--- src/rtl/uart_pkg.sv ---
// Shared definitions for the UART receive controller: register map,
// STATUS/CTRL bit positions and the bus FSM state encoding.
package uart_pkg;

    // Word addresses on the Wishbone register port
    localparam logic [1:0] ADR_DATA   = 2'd0;
    localparam logic [1:0] ADR_STATUS = 2'd1;
    localparam logic [1:0] ADR_CTRL   = 2'd2;
    localparam logic [1:0] ADR_RSVD   = 2'd3;

    // STATUS bit positions
    localparam int STAT_EMPTY   = 0;
    localparam int STAT_FULL    = 1;
    localparam int STAT_OVR     = 2;
    localparam int STAT_IRQ     = 3;
    localparam int STAT_LVL_LSB = 8;
    localparam int STAT_LVL_W   = 7;

    // CTRL bit positions
    localparam int CTRL_RX_EN   = 0;
    localparam int CTRL_IRQ_EN  = 1;
    localparam int CTRL_THR_LSB = 8;
    localparam int CTRL_THR_W   = 6;
    localparam int CTRL_FLUSH   = 16;

    typedef enum logic [0:0] {
        BUS_IDLE = 1'b0,
        BUS_ACK  = 1'b1
    } bus_state_t;

endpackage

--- src/rtl/sync_fifo.sv ---
// Single-clock FIFO holding received characters.
// Ports:
//   clk, rst_n        clock, synchronous active-low reset
//   push, push_data   write request and character
//   pop               read request (ignored when empty)
//   flush             discard all contents; wins over push/pop
//   head              oldest character (valid when !empty)
//   level             number of stored characters, 0..DEPTH
//   full, empty       decoded from the registered level only
module sync_fifo #(
    parameter int DEPTH = 8,
    parameter int WIDTH = 8,
    parameter int LW    = $clog2(DEPTH) + 1
) (
    input  logic             clk,
    input  logic             rst_n,
    input  logic             push,
    input  logic [WIDTH-1:0] push_data,
    input  logic             pop,
    input  logic             flush,
    output logic [WIDTH-1:0] head,
    output logic [LW-1:0]    level,
    output logic             full,
    output logic             empty
);
    localparam int AW = $clog2(DEPTH);

    logic [WIDTH-1:0] mem_q [DEPTH];
    logic [AW-1:0]    wr_ptr_q, wr_ptr_d;
    logic [AW-1:0]    rd_ptr_q, rd_ptr_d;
    logic [LW-1:0]    level_q, level_d;
    logic             do_push, do_pop;

    assign full  = (level_q == LW'(DEPTH));
    assign empty = (level_q == '0);
    assign level = level_q;
    assign head  = mem_q[rd_ptr_q];

    // A push on a full FIFO is accepted only when a pop frees a slot in the
    // same cycle; full/empty come from registers, so push never reaches full
    // combinationally.
    assign do_pop  = pop && !empty;
    assign do_push = push && (!full || do_pop);

    always_comb begin
        wr_ptr_d = wr_ptr_q;
        rd_ptr_d = rd_ptr_q;
        level_d  = level_q;
        if (flush) begin
            wr_ptr_d = '0;
            rd_ptr_d = '0;
            level_d  = '0;
        end else begin
            if (do_push) wr_ptr_d = wr_ptr_q + AW'(1);
            if (do_pop)  rd_ptr_d = rd_ptr_q + AW'(1);
            level_d = level_q + LW'(do_push) - LW'(do_pop);
        end
    end

    always_ff @(posedge clk) begin
        if (!rst_n) begin
            wr_ptr_q <= '0;
            rd_ptr_q <= '0;
            level_q  <= '0;
        end else begin
            wr_ptr_q <= wr_ptr_d;
            rd_ptr_q <= rd_ptr_d;
            level_q  <= level_d;
        end
    end

    always_ff @(posedge clk) begin
        if (do_push && !flush) mem_q[wr_ptr_q] <= push_data;
    end

endmodule

--- src/rtl/uart_rx_ctrl.sv ---
// UART receive controller: buffers characters from the receiver in a FIFO
// and exposes DATA/STATUS/CTRL registers on a Wishbone classic port.
// Ports:
//   i_wb_clk, i_wb_rst_n          clock, synchronous active-low reset
//   i_wb_adr/cyc/stb/we/dat       Wishbone request
//   o_wb_rdt, o_wb_ack            Wishbone response (one-cycle latency)
//   i_rx_done, i_rx_data          character strobe and value from receiver
//   o_irq                         registered level interrupt
//
// Bus FSM:
//   state    | meaning
//   BUS_IDLE | waiting for cyc&stb; side effects fire on leaving this state
//   BUS_ACK  | ack asserted for exactly one cycle, read data valid
module uart_rx_ctrl
    import uart_pkg::*;
#(
    parameter int DEPTH = 8,
    parameter int BITS  = 8
) (
    input  logic            i_wb_clk,
    input  logic            i_wb_rst_n,
    input  logic [1:0]      i_wb_adr,
    input  logic            i_wb_cyc,
    input  logic            i_wb_stb,
    input  logic            i_wb_we,
    input  logic [31:0]     i_wb_dat,
    output logic [31:0]     o_wb_rdt,
    output logic            o_wb_ack,
    input  logic            i_rx_done,
    input  logic [BITS-1:0] i_rx_data,
    output logic            o_irq
);
    localparam int LW = $clog2(DEPTH) + 1;

    bus_state_t             state_q, state_d;
    logic [31:0]            rdt_q, rdt_d;
    logic                   rx_en_q, rx_en_d;
    logic                   irq_en_q, irq_en_d;
    logic [CTRL_THR_W-1:0]  thr_q, thr_d;
    logic                   ovr_q, ovr_d;
    logic                   irq_q, irq_d;

    logic                   go, rd_req, wr_req;
    logic                   fifo_push, fifo_pop, fifo_flush;
    logic [BITS-1:0]        fifo_head;
    logic [LW-1:0]          fifo_level;
    logic                   fifo_full, fifo_empty;
    logic                   ovr_set, ovr_clr, thr_hit;
    logic [31:0]            status_word, ctrl_word;
    logic                   unused_dat;

    sync_fifo #(
        .DEPTH (DEPTH),
        .WIDTH (BITS),
        .LW    (LW)
    ) u_fifo (
        .clk       (i_wb_clk),
        .rst_n     (i_wb_rst_n),
        .push      (fifo_push),
        .push_data (i_rx_data),
        .pop       (fifo_pop),
        .flush     (fifo_flush),
        .head      (fifo_head),
        .level     (fifo_level),
        .full      (fifo_full),
        .empty     (fifo_empty)
    );

    // go is the single cycle in which a request is accepted; every register
    // side effect is qualified by it so it happens exactly once per access.
    assign go     = (state_q == BUS_IDLE) && i_wb_cyc && i_wb_stb;
    assign rd_req = go && !i_wb_we;
    assign wr_req = go && i_wb_we;

    assign fifo_push  = rx_en_q && i_rx_done;
    assign fifo_pop   = rd_req && (i_wb_adr == ADR_DATA);
    assign fifo_flush = wr_req && (i_wb_adr == ADR_CTRL) && i_wb_dat[CTRL_FLUSH];

    // A pop request on a full FIFO always succeeds, so it always makes room.
    assign ovr_set = fifo_push && fifo_full && !fifo_pop;
    assign ovr_clr = wr_req && (i_wb_adr == ADR_STATUS) && i_wb_dat[STAT_OVR];
    assign thr_hit = (thr_q != '0) && (8'(fifo_level) >= 8'(thr_q));

    assign unused_dat = ^i_wb_dat;

    always_comb begin
        status_word = '0;
        status_word[STAT_EMPTY] = fifo_empty;
        status_word[STAT_FULL]  = fifo_full;
        status_word[STAT_OVR]   = ovr_q;
        status_word[STAT_IRQ]   = irq_q;
        status_word[STAT_LVL_LSB +: STAT_LVL_W] = STAT_LVL_W'(fifo_level);

        ctrl_word = '0;
        ctrl_word[CTRL_RX_EN]  = rx_en_q;
        ctrl_word[CTRL_IRQ_EN] = irq_en_q;
        ctrl_word[CTRL_THR_LSB +: CTRL_THR_W] = thr_q;
    end

    always_comb begin
        state_d  = BUS_IDLE;
        rdt_d    = '0;
        rx_en_d  = rx_en_q;
        irq_en_d = irq_en_q;
        thr_d    = thr_q;

        if (state_q == BUS_IDLE && go) state_d = BUS_ACK;

        if (rd_req) begin
            case (i_wb_adr)
                ADR_DATA:   if (!fifo_empty) rdt_d[BITS-1:0] = fifo_head;
                ADR_STATUS: rdt_d = status_word;
                ADR_CTRL:   rdt_d = ctrl_word;
                default:    rdt_d = '0;
            endcase
        end

        if (wr_req && i_wb_adr == ADR_CTRL) begin
            rx_en_d  = i_wb_dat[CTRL_RX_EN];
            irq_en_d = i_wb_dat[CTRL_IRQ_EN];
            thr_d    = i_wb_dat[CTRL_THR_LSB +: CTRL_THR_W];
        end

        // set beats W1C clear when both land in the same cycle
        ovr_d = ovr_set ? 1'b1 : (ovr_clr ? 1'b0 : ovr_q);

        irq_d = irq_en_q && (thr_hit || ovr_q);
    end

    always_ff @(posedge i_wb_clk) begin
        if (!i_wb_rst_n) begin
            state_q  <= BUS_IDLE;
            rdt_q    <= '0;
            rx_en_q  <= 1'b0;
            irq_en_q <= 1'b0;
            thr_q    <= '0;
            ovr_q    <= 1'b0;
            irq_q    <= 1'b0;
        end else begin
            state_q  <= state_d;
            rdt_q    <= rdt_d;
            rx_en_q  <= rx_en_d;
            irq_en_q <= irq_en_d;
            thr_q    <= thr_d;
            ovr_q    <= ovr_d;
            irq_q    <= irq_d;
        end
    end

    assign o_wb_ack = (state_q == BUS_ACK);
    assign o_wb_rdt = rdt_q;
    assign o_irq    = irq_q;

endmodule

--- config.mk ---
export PLATFORM = sky130hd
export DESIGN_NAME = uart_rx_ctrl
export DESIGN_NICKNAME = d
export VERILOG_FILES = /design/src/rtl/uart_pkg.sv /design/src/rtl/sync_fifo.sv /design/src/rtl/uart_rx_ctrl.sv
export SDC_FILE = /design/constraint.sdc
export NUM_CORES = 1
export LEC_CHECK = 0
export ABC_AREA = 1
export BUFFER_PORTS_ARGS = -buffer_cell sky130_fd_sc_hd__buf_4
export CORE_MARGIN = 10
export CORE_UTILIZATION = 35
export DETAILED_ROUTE_END_ITERATION = 8
export MAX_ROUTING_LAYER = met4
export PLACE_DENSITY = 0.57
export SETUP_SLACK_MARGIN = 0.3
export SYNTH_ARGS = -nofsm -noshare
export SYNTH_HDL_FRONTEND = slang
export SYNTH_SLANG_ARGS = --single-unit
--- constraint.sdc ---
create_clock -name i_wb_clk -period 2.35 [get_ports i_wb_clk]
set_input_delay 0.47 -clock i_wb_clk [delete_from_list [all_inputs] [get_ports i_wb_clk]]
set_output_delay 0.47 -clock i_wb_clk [all_outputs]
set_load 0.02 [all_outputs]
Word level (Yosys, flattened, before mapping)
Memories as Yosys holds them, arrays and structs flattened. A register that Yosys moved wholly into a read port is not among the register bits. Index checks and enable logic that the tools add are counted.

Flip-flop bits (word level): 53. Bits in writable memories: 64. Bits of input ports: 48. Output and inout port bits: 34. Logic and storage cells: 62. Memories kept: 1.

Memory list: u_fifo.mem_q (words 8, width 8, read ports 1, clocked after Yosys merged registers in 1, write ports 1, line sync_fifo.sv:28) `logic [WIDTH-1:0] mem_q [DEPTH];`.

Add/subtract/negate cells: 4. Order comparisons: 1. Equality and inequality tests: 3. Mux-type cells: 10. Bitwise operators: 2. Reduce and logical (&&, ||, !) cells: 31.

Operator list (number): 8-bit one-hot mux with 3 select lines (1); 1-bit logical AND (18); 6-bit one-hot mux with 2 select lines (1); 8-bit two-way mux (1); 3-bit by 1-bit adder with 3-bit output (second input constant) (2); 4-bit by 6-bit >= comparator with 1-bit output (1); 3-bit two-way mux (2); 6-bit nonzero test (1); 1-bit zero test (5); 1-bit two-way mux (5); 4-bit by 1-bit adder with 4-bit output (1); 4-bit == test (second input constant) (1); 4-bit zero test (1); 4-bit by 1-bit subtractor with 4-bit output (1); 2-bit by 1-bit == test with 1-bit output (second input constant) (1); 2-bit == test (second input constant) (1); 2-bit zero test (1); 1-bit logical OR (2); 1-bit inverter (2); 2-bit AND reduction (1); 2-bit nonzero test (1); 2-bit OR reduction (1).

Depth between registers and ports, before layout
Gate-level depths: netlist of the first run.

Depth in word-level cells: 11. Gate-level depth with buffers: 13. Depth with buffers taken out: 13.

Modules after synthesis
Synthesis of the first run repeated with hierarchy kept, for this count alone.

Cell total of the unflattened synthesis: 450. Area total of the unflattened synthesis: 4528.1 µm².

By module, submodules not included: sync_fifo (instances 1, cells each 290, area an instance 3230.6 µm², sequential area each 2182.1 µm²); uart_rx_ctrl (instances 1, cells each 160, area an instance 1297.5 µm², sequential area each 500.5 µm²).

Least setup slack after synthesis of the first run
No wires, ideal clock.

Kind: in2reg. From: in i_wb_adr[0]. To: reg u_fifo.level_q[2] (netlist: u_fifo.level[2]). Setup time: 0.116 ns. Arrival time: 2.080 ns. Required time: 2.234 ns. Path slack: 0.154 ns. Cell stages on the path: 13. Buffers on the path: 0. Cells stage by stage: inv_1 ha_1 inv_1 a21oi_4 nand2_4 inv_2 ha_1 inv_1 ha_1 inv_1 fa_1 xor2_1 nor2_1.

Longest elaborated chain between the ends: 7. Elaborated cells on any way between the ends: 11. Classes of those cells: add/sub (2); eq/ne (1); reduce/logical (8).

RTL lines: start: declaration (line uart_rx_ctrl.sv:22) `input logic [1:0] i_wb_adr,`; 2-bit zero test * (line uart_rx_ctrl.sv:76) `assign fifo_pop = rd_req && (i_wb_adr == ADR_DATA);`; 1-bit logical AND * (line uart_rx_ctrl.sv:76); 1-bit logical AND * (line sync_fifo.sv:42) `assign do_pop = pop && !empty;`; via u_fifo.do_pop (line sync_fifo.sv:32) `logic do_push, do_pop;`; 1-bit logical OR (line sync_fifo.sv:43) `assign do_push = push && (!full || do_pop);`; 1-bit logical AND (line sync_fifo.sv:43); 4-bit by 1-bit adder with 4-bit output (line sync_fifo.sv:56) `level_d = level_q + LW'(do_push) - LW'(do_pop);`; 4-bit by 1-bit subtractor with 4-bit output * (line sync_fifo.sv:56); end signal: assignment (line sync_fifo.sv:68) `level_q <= level_d;`; end: declaration (line sync_fifo.sv:31) `logic [LW-1:0] level_q, level_d;`.

The timed path passes the listed nets; every way through them passes the cells marked *. A chain may end at the register's enable or synchronous reset.

Worst setup path in the final report of the first run
From: reg u_fifo.level_q[2] (netlist: u_fifo.level[2]). To: reg u_fifo.level_q[2] (netlist: u_fifo.level[2]).

Longest elaborated chain between the ends: 7. Elaborated cells on any way between the ends: 9. Classes of those cells: add/sub (2); eq/ne (1); reduce/logical (6).

RTL lines: 4-bit zero test * (line sync_fifo.sv:35) `assign empty = (level_q == '0);`; 1-bit zero test * (line sync_fifo.sv:42); 1-bit logical AND * (line sync_fifo.sv:42); via u_fifo.do_pop (line sync_fifo.sv:32); 1-bit logical OR (line sync_fifo.sv:43); 1-bit logical AND (line sync_fifo.sv:43); 4-bit by 1-bit adder with 4-bit output (line sync_fifo.sv:56); 4-bit by 1-bit subtractor with 4-bit output * (line sync_fifo.sv:56).

Marked as above.

==> results of run 1 <==
worst paths after layout:
check                                       to  slack, ns  cells past startpoint
setup / recovery    u_fifo.level[2]$_SDFF_PP0_       0.38                     12
hold / removal    u_fifo.mem_q[0][6]$_DFFE_PP_       0.35                      1
setup reg to reg    u_fifo.level[2]$_SDFF_PP0_       0.38                     12
hold reg to reg        o_wb_rdt[10]$_SDFF_PN0_       0.46                      2
metal layers:
| layer | up-vias | track usage [%] | part of all wire [%] |
|---|---|---|---|
| met5 | - | - | 0 |
| met4 | 0 | 4.401 | 1.4 |
| met3 | 13 | 2.422 | 4.0 |
| met2 | 56 | 18.10 | 49 |
| met1 | 1455 | 13.99 | 45 |
| li1 | 1551 | - | - |
worst reg2reg max path: cells and delay by family (launching register included):
family | cells | cell delay [ns]
AO/OA/AOI/OAI | 1 | 0.15
XOR/XNOR | 1 | 0.16
adder cells (fa/ha/maj) | 4 | 0.82
buffers and inverters | 4 | 0.22
flip-flops | 1 | 0.34
AND/OR/NAND/NOR | 2 | 0.16
metrics by stage:
step	power [mW]	instances
3_5_place_dp	2.098	654
3_3_place_gp	2.096	654
4_1_cts	3.702	672
2_1_floorplan	2.053	459
6_report	3.682	676
5_1_grt	3.788	676
cells in the mapped netlist (all sizes together):
master  instances
o22ai           8
buf            32
nand3          25
nor2           57
o21bai          1
xor2            4
inv            34
conb            1
nor3b           1
a21oi          27
dfxtp          38
o21ai          29
clkbuf          2
nand4           3
or2             2
clkinv          1
edfxtp         64
fa              1
ha             16
nand3b          1
nand2          95
registers in the layout (all words and copies together), names as in the netlist, named ones only:
name / flops
u_fifo.wr_ptr_q: 3
u_fifo.mem_q: 64
u_fifo.rd_ptr_q: 3
o_wb_ack: 1
o_irq: 1
irq_en_q: 1
thr_q: 6
u_fifo.level: 4
rx_en_q: 1
ovr_q: 1
o_wb_rdt: 14
cell families (layout without fill, tap and decap cells):
family	after synthesis	count (layout)	synth area share [%]
AO/OA/AOI/OAI	65	65	7.926
XOR/XNOR	4	4	0.7869
adder cells (fa/ha/maj)	17	17	4.947
buffers and inverters	69	114	7.870
flip-flops	102	102	60.26
other	1	18	0.08424
AND/OR/NAND/NOR	184	184	18.13
final cells by class:
class	instances	area, um2
multi-input cells	288	1541
flip-flops and latches	102	2686
inverters	35	156.4
fillers	1200	7109
repair buffers	63	473.0
clock buffers	9	225.2
well taps	172	215.2
clock inverters	7	110.1
power by group through the flow:
stage,registers [mW],clock network [mW],logic (mW)
2_1_floorplan,1.95,0,0.103
3_3_place_gp,1.95,0,0.148
3_5_place_dp,1.95,0,0.150
4_1_cts,1.91,1.64,0.152
5_1_grt,1.91,1.71,0.170
6_report,1.91,1.62,0.153
what timing repair did:
| action | CTS | global route |
|---|---|---|
| gates resized for setup | 5 | 2 |
| endpoints found under the hold margin | 0 | 0 |
| buffers inserted | 2 | 4 |
| pin swaps | 2 | 2 |
| endpoints found under the setup margin | 3 | 3 |
==> summary.txt, run 1 <==
Fmax -> 0.5080 GHz
Tmin final -> 1.968 ns
Synthesized netlist cell count -> 442
P_leak -> 2.131 nW
Critical Path Sink Type -> register
Root buffer cell -> clkbuf_16
Hold Buf Count CTS -> 0
Status -> finished, final reports clean
Worst-path cell chain -> inv_2 -> ha_4 -> a21oi_4 -> nand2_4 -> inv_4 -> ha_4 -> inv_2 -> ha_4 -> inv_2 -> fa_2 -> xor2_1 -> nor2_1
Final Cell Area -> 0.005408 mm2
Setup TNS -> 0 ns
Power per cell area -> 680.9 mW/mm2
Worst setup path start -> u_fifo.level[2]$_SDFF_PP0_
TritonCTS clock tree -> built
DR DRC count -> 0
Final wirelength -> 9.735 mm
Seq cells post-synth -> 102
Yosys warnings -> 0
Hold Crit Start -> i_rx_data[6]
Reg-to-Reg Start -> u_fifo.level[2]$_SDFF_PP0_
Vert. Die Dim -> 132.8 um
Hold Vio Cnt, Final -> 0
Row Count -> 41
CP Data Arrival Time -> 2.18 ns
Smallest setup slack after layout -> 0.3816 ns
H-tree depth -> 3
Utilization after layout -> 43.20%
Maximum vdd drop -> 397.7 uV
Critical Path Start Type -> register
Final setup vio count -> 0
Vias -> 3075
Commonest non-fill, non-tap cell in the layout -> nand2_1
Via count of the first global-routing pass -> 3113
DIE WIDTH -> 132.8 um
Initial DRC Count -> 225
Initial antenna violation count -> 0
Final Max Slew Viols -> 0
Layout cell share with drive strength beyond 1 -> 23.02%
First-pass GRT wire length -> 15.71 mm
DIE AREA -> 0.01763 mm2
P_int -> 2.907 mW
Clk pwr share -> 44.0%
Cell variety after synth -> 31
Top cells by area, synth -> edfxtp_1, dfxtp_1, nand2_1
Inserted Clock Buffers -> 9
N_diodes -> 0
RePlAce Congestion -> 0.7451
Combinational Power Share -> 4.1%
Yosys top cell area share -> 43.17%
Area Overhead vs Synth -> 21.47%
Switching power -> 0.7755 mW
WP data required -> 2.56 ns
DR pass1 iterations -> 4
Switching Share -> 21.06%
Gr usage total -> 11.42%
TritonCTS Sinks -> 102
Hold Path Class -> input pin to register
Clk buf depth -> 2
Tcrit/Tclk final -> 83.76%
CP peak stage delay -> 0.34 ns
Commonest non-fill, non-tap cells in the layout -> nand2_1, edfxtp_1, buf_4
Port bufs -> 41
Clock transition at the registers of the reported paths -> 0.08 ns
Worst-margin pin slew -> 0.5782 ns
CP Max Fanout -> 4
CP max-delay cell -> dfxtp_2
Total congestion overflow -> 0
Core area -> 0.01252 mm2
Post-route ant nets -> 0
Dominant cell type by area after synthesis -> edfxtp_1
Max-slew headroom -> 61.40%
Post-DP HPWL -> 6.853 mm
RSZ-0062 raised after global routing -> false
Worst-Skew Late Latency -> 0.35 ns
Min Hold Slack -> 0.3529 ns
Synthesized cell area -> 0.004452 mm2
# IOs -> 82
Seq/Total Area, Yosys -> 60.26%
Largest net degree at the start of global routing -> 34
Sequential power share -> 51.8%
Max Cap Viol -> 0
Skew final -> 0.01328 ns
Cell area after placement -> 0.005005 mm2
Setup WS pre-CTS -> 0.07243 ns
Crit Path Class -> register to register
Vias/cell -> 4.549
Syn_area_per_cell -> 10.07 um2
WP buf/inv -> 4
Net count reported at finish -> 564
Crit path max-delay family -> adder cells
Average wire per standard cell -> 14.40 um
Initial Util -> 35.57%
Note: power is estimated with default switching activity, not from simulation.
==> run 2: changes to the inputs <==
--- a/config.mk
+++ b/config.mk
@@ -5,13 +5,13 @@
 export SDC_FILE = /design/constraint.sdc
 export NUM_CORES = 1
 export LEC_CHECK = 0
-export ABC_AREA = 1
+export ABC_AREA = 0
 export BUFFER_PORTS_ARGS = -buffer_cell sky130_fd_sc_hd__buf_4
 export CORE_MARGIN = 10
 export CORE_UTILIZATION = 35
 export DETAILED_ROUTE_END_ITERATION = 8
 export MAX_ROUTING_LAYER = met4
-export PLACE_DENSITY = 0.57
+export PLACE_DENSITY = 0.6
 export SETUP_SLACK_MARGIN = 0.3
 export SYNTH_ARGS = -nofsm -noshare
 export SYNTH_HDL_FRONTEND = slang
==> constraint.sdc (replaced) <==
create_clock -name i_wb_clk -period 1.8 [get_ports i_wb_clk]
set_input_delay 0.36 -clock i_wb_clk [delete_from_list [all_inputs] [get_ports i_wb_clk]]
set_output_delay 0.36 -clock i_wb_clk [all_outputs]
set_load 0.02 [all_outputs]
==> summary.txt, run 2 <==
Via count of the first global-routing pass -> 2722
TritonCTS clock tree -> built
Top_reg_cell synth -> edfxtp_1
Skew final -> 0.004132 ns
Max Cap Viol -> 0
Dominant cell type by area after synthesis -> edfxtp_1
Commonest non-fill, non-tap cell in the layout -> buf_4
Layout cell share with drive strength beyond 1 -> 43.99%
Row Count -> 40
Yosys top cell area share -> 45.18%
Vias -> 2599
Commonest non-fill, non-tap cells in the layout -> buf_4, edfxtp_1, dfxtp_1
Most common cell in the synthesized netlist -> edfxtp_1
Initial antenna violation count -> 0
Net count reported at finish -> 451
Final Max Slew Viols -> 0
Vert. Die Dim -> 130.2 um
Top cells by area, synth -> edfxtp_1, dfxtp_1, mux4_2
Min Hold Slack -> 0.2456 ns
Yosys warnings -> 0
Hold Path Class -> input pin to register
Hold Vio Cnt, Final -> 0
Initial DRC Count -> 170
Initial Util -> 35.56%
FF/Latch Area -> 0.002690 mm2
Synthesized netlist cell count -> 293
P_leak -> 2.131 nW
Core area -> 0.01196 mm2
Reg with most FFs -> u_fifo.mem_q
Number of flip-flops in the largest register -> 64
Hold Buf Count CTS -> 0
Inst Count DP -> 510
Vias/cell -> 4.831
Inserted Clock Buffers -> 9
DR DRC count -> 0
Post-route ant nets -> 0
Status -> finished, violations left
Multi-input gate area -> 0.001719 mm2
DIE AREA -> 0.01696 mm2
Final wirelength -> 9.392 mm
Post-synth EDFFs -> 64
Critical Path Sink Type -> register
Post-DP HPWL -> 6.673 mm
Setup WS pre-CTS -> -0.4418 ns
Worst-Skew Late Latency -> 0.34 ns
Seq/Total Area, Yosys -> 63.06%
DIE WIDTH -> 130.2 um
Largest net degree at the start of global routing -> 18
Failing checks -> negative setup slack
Critical Path Start Type -> register
Filler Cell Count -> 1001
Smallest setup slack after layout -> -0.2814 ns
Syn_area_per_cell -> 14.52 um2
Tcrit/Tclk final -> 115.6%
Gr usage total -> 11.76%
Power per cell area -> 805.8 mW/mm2
Fmax -> 0.4805 GHz
WP data required -> 1.83 ns
N_diodes -> 0
Average wire per standard cell -> 17.46 um
Total congestion overflow -> 0
RePlAce Congestion -> 0.8023
Clock transition at the registers of the reported paths -> 0.07 ns
# IOs -> 82
Port bufs -> 41
CP Data Arrival Time -> 2.11 ns
Final setup vio count -> 71
TritonCTS Sinks -> 102
Finished Layout Cells -> 538
FFs w/ async S/R, synth -> 0%
Seq cells post-synth -> 102
Synth cell count leaders -> edfxtp_1, dfxtp_1, nor2_1
Maximum vdd drop -> 547.2 uV
Cell variety after synth -> 42
Crit Path Class -> register to register
DR pass1 iterations -> 4
Area Overhead vs Synth -> 35.68%
CP Max Fanout -> 8
Root buffer cell -> clkbuf_16
Tmin final -> 2.081 ns
Clk buf depth -> 2
RSZ-0062 raised after global routing -> true
First-pass GRT wire length -> 14.63 mm
Synthesized cell area -> 0.004254 mm2
Design Power -> 4.651 mW
H-tree depth -> 3
## run 2: changes by cell type in the layout (fill, tap and decap cells not counted), moves of 16 or more
cell | before | now
a21oi_1 | 25 | 4
inv_1 | 23 | 5
mux4_2 | 0 | 16
nand2_1 | 91 | 6
nand3_1 | 22 | 3
nor2_1 | 51 | 15
o21ai_1 | 21 | 1
## run 2: what timing repair did
| item | in CTS | in global routing |
|---|---|---|
| endpoints found under the setup margin | 80 | 85 |
| resized for setup | 16 | 31 |
| setup buffers | 12 | 0 |
| pin swaps | 11 | 10 |
## run 2: layer usage
layer / share of wire, % / track usage, % / vias up
li1: - / - / 1234
met5: 0 / - / -
met1: 44 / 15.24 / 1282
met3: 6.3 / 2.191 / 12
met2: 48 / 17.66 / 71
met4: 1.8 / 5.159 / 0
## run 2: power breakdown
group | internal [mW] | switching (mW) | leakage (nW) | total, mW
clock network | 1.09 | 0.866 | 0.149 | 1.96
logic | 0.0847 | 0.122 | 1.10 | 0.206
registers | 2.48 | 0.00425 | 0.883 | 2.49
## run 2: through the flow
| step | util, % | instance area (um2) | setup TNS, ns |
|---|---|---|---|
| 2_1_floorplan | - | 4469 | -11.55 |
| 3_3_place_gp | 43.12 | 5157 | -23.50 |
| 3_5_place_dp | 43.12 | 5157 | -25.02 |
| 4_1_cts | 46.95 | 5615 | -13.56 |
| 5_1_grt | 48.25 | 5772 | -18.73 |
| 6_report | 48.25 | 5772 | -14.45 |
## run 2: cell type report
type	count	area share [%]
inverters	12	1.127
clock inverters	6	1.192
repair buffers	91	14.13
flip-flops and latches	102	46.61
clock buffers	10	3.967
multi-input cells	170	29.79
well taps	147	3.187
## run 2: worst paths after layout
check                                                    end                  startpoint  slack, ns  cells past startpoint
worst max-delay path            u_fifo.mem_q[2][5]$_DFFE_PP_  u_fifo.level[2]$_SDFF_PP0_      -0.28                      6
worst min-delay path            u_fifo.mem_q[4][6]$_DFFE_PP_                i_rx_data[6]       0.25                      1
worst max register to register  u_fifo.mem_q[2][5]$_DFFE_PP_  u_fifo.level[2]$_SDFF_PP0_      -0.28                      6
worst min register to register              o_irq$_SDFF_PN0_       irq_en_q$_SDFFE_PN0N_       0.49                      2
## run 2: logic make-up (layout without fill, tap and decap cells)
family	count (synthesis)	count (layout)	share of synthesized area, %
flip-flops	102	102	63.06
AND/OR/NAND/NOR	72	72	9.412
buffers and inverters	38	119	5.059
multiplexers	33	33	12.47
AO/OA/AOI/OAI	26	26	3.912
adder cells (fa/ha/maj)	17	17	5.176
XOR/XNOR	4	4	0.8237
other	1	18	0.08815
## run 2: critical path, cell delays in order (launching register included)
cell     delay (ns)
dfxtp_2        0.33
inv_2          0.05
ha_1           0.19
nor3b_1        0.16
o31a_1         0.16
or4b_4         0.58
nor2_4         0.29
